**config.mk**
```make
export PLATFORM = sky130hd
export DESIGN_NAME = memory_arbiter
export DESIGN_NICKNAME = d
export VERILOG_FILES = /design/src/rtl/cpu_types_pkg.sv /design/src/rtl/memory_arbiter.sv
export SDC_FILE = /design/constraint.sdc
export NUM_CORES = 1
export LEC_CHECK = 0
export ABC_CLOCK_PERIOD_IN_PS = 1700
export BUFFER_PORTS_ARGS = -buffer_cell sky130_fd_sc_hd__buf_2
export CAP_MARGIN = 40
export CORE_AREA = 2 2 104 106
export DETAILED_ROUTE_END_ITERATION = 6
export DIE_AREA = 0 0 106 108
export GPL_ROUTABILITY_DRIVEN = 1
export PLACE_DENSITY = 0.63
export SLEW_MARGIN = 10
export SYNTH_ARGS = -nofsm -noshare
export SYNTH_HDL_FRONTEND = slang
export SYNTH_SLANG_ARGS = --single-unit
```
**constraint.sdc**
```tcl
create_clock -name CLK -period 1.7 [get_ports CLK]
set_clock_uncertainty 0.05 [all_clocks]
set_input_delay 0 -clock CLK [delete_from_list [all_inputs] [get_ports CLK]]
set_output_delay 0 -clock CLK [all_outputs]
set_load 0.02 [all_outputs]
```
**src/rtl/cpu_types_pkg.sv**
```systemverilog
// Shared types for the memory arbiter.
//   ramstate_t  : handshake state reported by the single-ported RAM
//   arb_state_t : arbiter grant state
//   word_t      : native machine word
package cpu_types_pkg;

  localparam int WORD_W   = 32;
  localparam int STARVE_W = 4;   // starve counter width, supports STARVE_MAX up to 15

  typedef logic [WORD_W-1:0] word_t;

  typedef enum logic [1:0] {
    FREE   = 2'd0,
    BUSY   = 2'd1,
    ACCESS = 2'd2,
    ERROR  = 2'd3
  } ramstate_t;

  typedef enum logic [1:0] {
    IDLE   = 2'd0,
    DGRANT = 2'd1,
    IGRANT = 2'd2
  } arb_state_t;

endpackage

```
**src/rtl/memory_arbiter.sv**
```systemverilog
// Arbitrates the instruction-side and data-side cache requests onto one
// single-ported RAM. Data wins ties; after STARVE_MAX back-to-back data
// completions with an instruction fetch waiting, one instruction grant is
// forced so fetch always makes progress.
//
// Ports:
//   CLK, nRST                      clock (rising edge), async active-high reset
//   iREN, iaddr / iload, iwait     instruction read request and response
//   dREN, dWEN, daddr, dstore      data read/write request
//   dload, dwait                   data response
//   ramREN, ramWEN, ramaddr,
//   ramstore / ramload, ramstate   RAM command and response
//
// A grant lasts until the RAM reports ACCESS (completion, wait drops for one
// cycle) or the granted requester drops its request (abort, no wait pulse).
// Every grant returns through IDLE, giving one bubble between accesses.
module memory_arbiter
  import cpu_types_pkg::*;
#(
  parameter int ADDR_W     = 32,
  parameter int DATA_W     = 32,
  parameter int STARVE_MAX = 4
) (
  input  logic              CLK,
  input  logic              nRST,
  input  logic              iREN,
  input  logic [ADDR_W-1:0] iaddr,
  output logic [DATA_W-1:0] iload,
  output logic              iwait,
  input  logic              dREN,
  input  logic              dWEN,
  input  logic [ADDR_W-1:0] daddr,
  input  logic [DATA_W-1:0] dstore,
  output logic [DATA_W-1:0] dload,
  output logic              dwait,
  output logic              ramREN,
  output logic              ramWEN,
  output logic [ADDR_W-1:0] ramaddr,
  output logic [DATA_W-1:0] ramstore,
  input  logic [DATA_W-1:0] ramload,
  input  logic [1:0]        ramstate
);

  arb_state_t          state_q, state_d;
  logic [STARVE_W-1:0] starve_q, starve_d;

  ramstate_t ram_st;
  logic      d_req;
  logic      starve_full;
  logic      d_done;
  logic      i_done;

  assign ram_st      = ramstate_t'(ramstate);
  assign d_req       = dREN | dWEN;
  assign starve_full = (starve_q == STARVE_W'(STARVE_MAX));
  // Completion needs the request still present; a dropped request is an abort.
  assign d_done      = (state_q == DGRANT) && d_req && (ram_st == ACCESS);
  assign i_done      = (state_q == IGRANT) && iREN  && (ram_st == ACCESS);

  // State register and starve counter.
  // NOTE: sequential state uses non-blocking assignments so every register
  // samples pre-edge values regardless of process ordering.
  always_ff @(posedge CLK or posedge nRST) begin
    if (nRST) begin
      state_q  <= IDLE;
      starve_q <= '0;
    end else begin
      state_q  <= state_d;
      starve_q <= starve_d;
    end
  end

  // Next-state logic.
  // NOTE: every combinational output gets a default first so no path leaves
  // it unassigned, which would otherwise infer a latch.
  always_comb begin
    state_d = state_q;
    unique case (state_q)
      IDLE: begin
        if (d_req && !(iREN && starve_full)) state_d = DGRANT;
        else if (iREN)                       state_d = IGRANT;
      end
      DGRANT:  if (!d_req || d_done) state_d = IDLE;
      IGRANT:  if (!iREN  || i_done) state_d = IDLE;
      default: state_d = IDLE;
    endcase
  end

  // Starve counter: counts data completions that overtook a waiting fetch.
  always_comb begin
    starve_d = starve_q;
    if (!iREN || i_done)           starve_d = '0;
    else if (d_done && !starve_full) starve_d = starve_q + STARVE_W'(1);
  end

  // Outputs. RAM command follows the granted requester combinationally, so
  // dropping the request removes the enables in the same cycle.
  always_comb begin
    ramREN   = 1'b0;
    ramWEN   = 1'b0;
    ramaddr  = '0;
    ramstore = '0;
    iwait    = 1'b1;
    dwait    = 1'b1;
    iload    = '0;
    dload    = '0;
    unique case (state_q)
      DGRANT: begin
        ramREN   = dREN;
        ramWEN   = dWEN;
        ramaddr  = daddr;
        ramstore = dstore;
        dwait    = !d_done;
        // Writes return no data.
        if (d_done && dREN) dload = ramload;
      end
      IGRANT: begin
        ramREN  = iREN;
        ramaddr = iaddr;
        iwait   = !i_done;
        if (i_done) iload = ramload;
      end
      default: ;
    endcase
  end

endmodule

```
# Yosys cells after proc, flatten, opt, wreduce, memory -nomap -nowiden
# Index checks and enable logic that the tools add are counted.
op_classes:
  n_eq_ne: 7
  div_mod_pow: 0
  bitwise: 1
  n_reduce_logical: 19
  shifts: 0
  addsub: 1
  muxes: 17
  mul: 0
  n_lt_le_gt_ge: 0
ops:
  columns: ["op", "n"]
  rows:
  - ["two-way mux 32 bit", 5]
  - ["one-hot mux 32 bit (2 select lines)", 1]
  - ["logical AND 1 bit", 8]
  - ["two-way mux 2 bit", 4]
  - ["two-way mux 4 bit", 2]
  - ["logical NOT 1 bit", 6]
  - ["one-hot mux 2 bit (3 select lines)", 1]
  - ["adder 4 x 1 -> 4 bit, second input constant", 1]
  - ["== test 2 bit, second input constant", 2]
  - ["== test 4 x 3 -> 1 bit, second input constant", 1]
  - ["!= test 2 x 1 -> 1 bit, second input constant", 2]
  - ["two-way mux 1 bit", 3]
  - ["!= test 3 bit, second input constant", 1]
  - ["AND reduction 3 bit", 1]
  - ["== test 2 x 1 -> 1 bit, second input constant", 1]
  - ["logical NOT 2 bit", 1]
  - ["logical OR 1 bit", 2]
  - ["one-hot mux 1 bit (2 select lines)", 1]
  - ["nonzero test 2 bit", 1]
  - ["OR 1 bit", 1]
word_totals:
  ramBits: 0
  mem_count: 0
  output_inout_bits: 132
  inputBits: 135
  regBits: 6
  romBits: 0
  latchBits: 0
  elab_cells: 47

# Depth between registers and ports, before layout
depth:
  depth_word: 6
  ltp_mapped: 7
  mapped_depth_nobuf: 6

# Least setup slack after synthesis
# OpenSTA, ideal clock, no wires.
synth_timing:
  path_type: "flip-flop to output port"
  from: "reg state_q[1]"
  to: "out ramaddr[12]"
  arrival_time_ns: 1.451
  setup_slack_ns: 0.199
  stages_incl_launch_ff: 7
  t_required_ns: 1.650
  cell_sequence: "dfrtp_1 -> inv_1 -> ha_1 -> buf_2 -> buf_2 -> a22oi_1 -> nor2b_1"
synth_between:
  elab_chain_cells: 2
synth_lines:
  columns: ["item", "line", "rtl"]
  rows:
  - ["start, declared", "memory_arbiter.sv:44", "arb_state_t state_q, state_d;"]
  - ["start signal, assigned", "memory_arbiter.sv:68", "state_q <= state_d;"]
  - ["== test 2 bit or == test 2 x 1 -> 1 bit (tied branches)", "memory_arbiter.sv:107", "unique case (state_q)"]
  - ["one-hot mux 32 bit (2 select lines) (*)", "memory_arbiter.sv:107", null]
  - ["end, declared", "memory_arbiter.sv:38", "output logic [ADDR_W-1:0] ramaddr,"]
# Every way passes the cells marked *; elsewhere a longest branch is shown, timed or not.

# Worst setup path in the final report
layout_timing:
  from: "reg state_q[1]"
  to: "out dload[23]"
layout_between:
  elab_chain_cells: 6
layout_lines:
  columns: ["item", "line", "rtl"]
  rows:
  - ["== test 2 x 1 -> 1 bit (*)", "memory_arbiter.sv:57, memory_arbiter.sv:107", null]
  - ["logical AND 1 bit (2 in a row)", "memory_arbiter.sv:57", "assign d_done = (state_q == DGRANT) && d_req && (ram_st == ACCESS);"]
  - ["logical AND 1 bit", "memory_arbiter.sv:115", "if (d_done && dREN) dload = ramload;"]
  - ["two-way mux 32 bit", "memory_arbiter.sv:115", null]
  - ["two-way mux 32 bit (*)", "memory_arbiter.sv:107", null]
  - ["end, declared", "memory_arbiter.sv:34", "output logic [DATA_W-1:0] dload,"]
# Marked as above.

==> results_dict.tcl <==
set metrics [dict create \
    final_nets 639 \
    clock-root-buffer "clkbuf_8" \
    critPathLaunchType "flop" \
    place_area_um2 3136 \
    layout-drive-gt1-share_pct 66.40 \
    ioPinCount 267 \
    cap_viol_max_count 0 \
    hold_class "input port to flop" \
    slew-limit-headroom_pct 74.39 \
    timing_hold_violations_final 0 \
    yosysSeqAreaShare_pct 9.202 \
    htree_levels 1 \
    final_area_um2 3929 \
    antenna_found_initial 0 \
    die_w_um 106 \
    final_max_slew_viol_count 0 \
    cp.required_ns 1.65 \
    dieArea_um2 11450 \
    drc 0 \
    worstSkewPairLatency_ns 0.22 \
    whs_ns 0.1366 \
    finalCritPeriodShare_pct 100.6 \
    grt_pass1_vias 2487 \
    period_minus_slack_ns 1.711 \
    yosysWarnings 0 \
    vias 2695 \
    grt_usage_pct 12.35 \
    clk_pin_slew_ns 0.04 \
    routed_via_density 4.258 \
    outcome "complete, but fails checks" \
    setup-violations-final 1 \
    power_density_nw_per_um2 956.3 \
    synthDistinctLibCells 30 \
    wl_per_cell_um 14.46 \
    syn-num-nets 371 \
    dpl.cell_count 617 \
    row_count 37 \
    area_delta_synth_final_pct 140.8 \
    post-route-util_pct 38.40 \
    die_height_um 108 \
    dr.first_iter.drc_count 107 \
    antenna_cells 0 \
    syn-cell-area_um2 1632 \
    dp.final_hpwl_um 6589 \
    gp_congestion 0.7261 \
    globalRouteOverflowTotal 0 \
    fin_cells 633 \
    grt_start_max_net_pins 34 \
    ys_seq_elements 6 \
    io_buffers 266 \
    crit_path_end_kind "output pin" \
    initial_core_util_pct 15.95 \
    critPathMaxFanout 16 \
    cts_tree "built" \
    fin_ws_ns -0.01076 \
    synthCells 231 \
    avgSynthCellArea_um2 7.063 \
    cts_sinks 6 \
    routed_wl_um 9156 \
    cts.path.max_buffers 2 \
    final_cell_mix "202 x buf_2, 70 x and2_1, 65 x buf_6" \
    tightest_slew_ns 0.3802 \
    grt_first_pass_wirelength_um 11600 \
    numCtsBuffers 3 \
    layout_commonest_cell "buf_2" \
    vdd_drop_max_uv 508.7 \
    first_pass_iters 4 \
    critPathArrivalTime_ns 1.66 \
    p_leak_nw 2.085 \
    core_area_um2 10230 \
    violations "setup timing" \
    rsz0062_at_grt "true" \
    fmax_ghz 0.5845 \
    ant_nets 0 \
    critPathKind "flop to output pin" \
]
[synthesized netlist by cell type]
cell       count  area share (%)
and2_1        96              37
a22oi_1       32              15
nor2b_1       32              12
buf_2          9             2.8
clkbuf_1       9             2.1
inv_1          8             1.8
dfrtp_1        6             9.2
ha_1           5             3.8
nor2_1         5             1.2
nand2_1        4            0.92
mux2i_1        3             1.8
xnor2_1        3             1.6
clkbuf_2       2            0.61
a21boi_0       1            0.46
a21oi_2        1            0.54
and2_2         1            0.46
and3b_4        1            0.77
buf_6          1            0.69
nand2b_4       1            0.84
nand3_1        1            0.31
nor2_2         1            0.38
nor3_2         1            0.61
nor4_1         1            0.38
nor4_4         1             1.3
nor4b_4        1             1.5
o21ai_0        1            0.31
o21ai_2        1            0.54
o2bb2ai_1      1            0.54
or2_0          1            0.38
or2_2          1            0.38
[cell families after synthesis]
kind of cell | after synthesis | synth area share (%)
flops | 6 | 9.202
compound gates | 37 | 17.10
xor+xnor | 3 | 1.611
mux | 3 | 1.841
fa+ha+maj | 5 | 3.834
buf+inv | 29 | 7.975
simple gates | 148 | 58.44
[routing by layer]
layer	vias up	global-route usage, %	wire, um
met2	177	23.59	4781
met1	1220	14.56	3511
li1	1287	-	-
met5	-	0	0
met4	0	2.632	131
met3	11	1.869	732
[critical path, cell delays in order, from the launching register on]
cell and delay [ns]:
dfrtp_1 0.38, inv_2 0.09, ha_4 0.18, nand2_4 0.07, nor2_4 0.20, clkbuf_16 0.21, and2_1 0.17, buf_6 0.13
[stage by stage]
stage,TNS [ns],worst slack (ns),total power (W)
floorplan,0,0.1989,0.002113
global placement,0,0.1581,0.003084
detailed placement,0,0.1173,0.003149
CTS,0,0.001288,0.003585
global route,-1.432,-0.07655,0.004013
finish,-0.01076,-0.01076,0.003757
[sequential cells by signal (all words and copies together), names as in the netlist]
register / flops
starve_q: 4
state_q: 2
[final timing paths]
kind                                   from           to  slack (ns)  depth (start not counted)
worst min register to register  starve_q[3]  starve_q[3]        0.50                          2
worst max-delay path             state_q[1]    dload[23]       -0.01                          7
max in group asynchronous              nRST  starve_q[3]        1.20                          3
worst max register to register   state_q[0]   state_q[0]        0.01                          7
min in group asynchronous              nRST   state_q[0]        0.20                          3
worst min-delay path                   iREN  starve_q[0]        0.14                          3
[report_power, final]
| group | switching [W] | internal, W |
|---|---|---|
| Clock | 0.0000654 | 0.000152 |
| Sequential | 0.0000200 | 0.000167 |
| Combinational | 0.00187 | 0.00148 |
[cell type report]
class                           count  area, um2
Multi-Input combinational cell    196       1474
Timing Repair Buffer              284       2063
Inverter                            8      30.03
Tap cell                          136      170.2
Fill cell                         979       6302
Clock buffer                        3      41.29
Sequential cell                     6      150.1
[repair_timing]
action | in CTS | in global routing
resized for setup | 11 | 159
pin swaps | 1 | 11
buffers inserted | 1 | 5
hold endpoints to repair | 6 | 0
cloned | 2 | 4
hold buffers | 1 | 0
endpoints found under the setup margin | 65 | 68
Power figures use the tool's default switching activity.
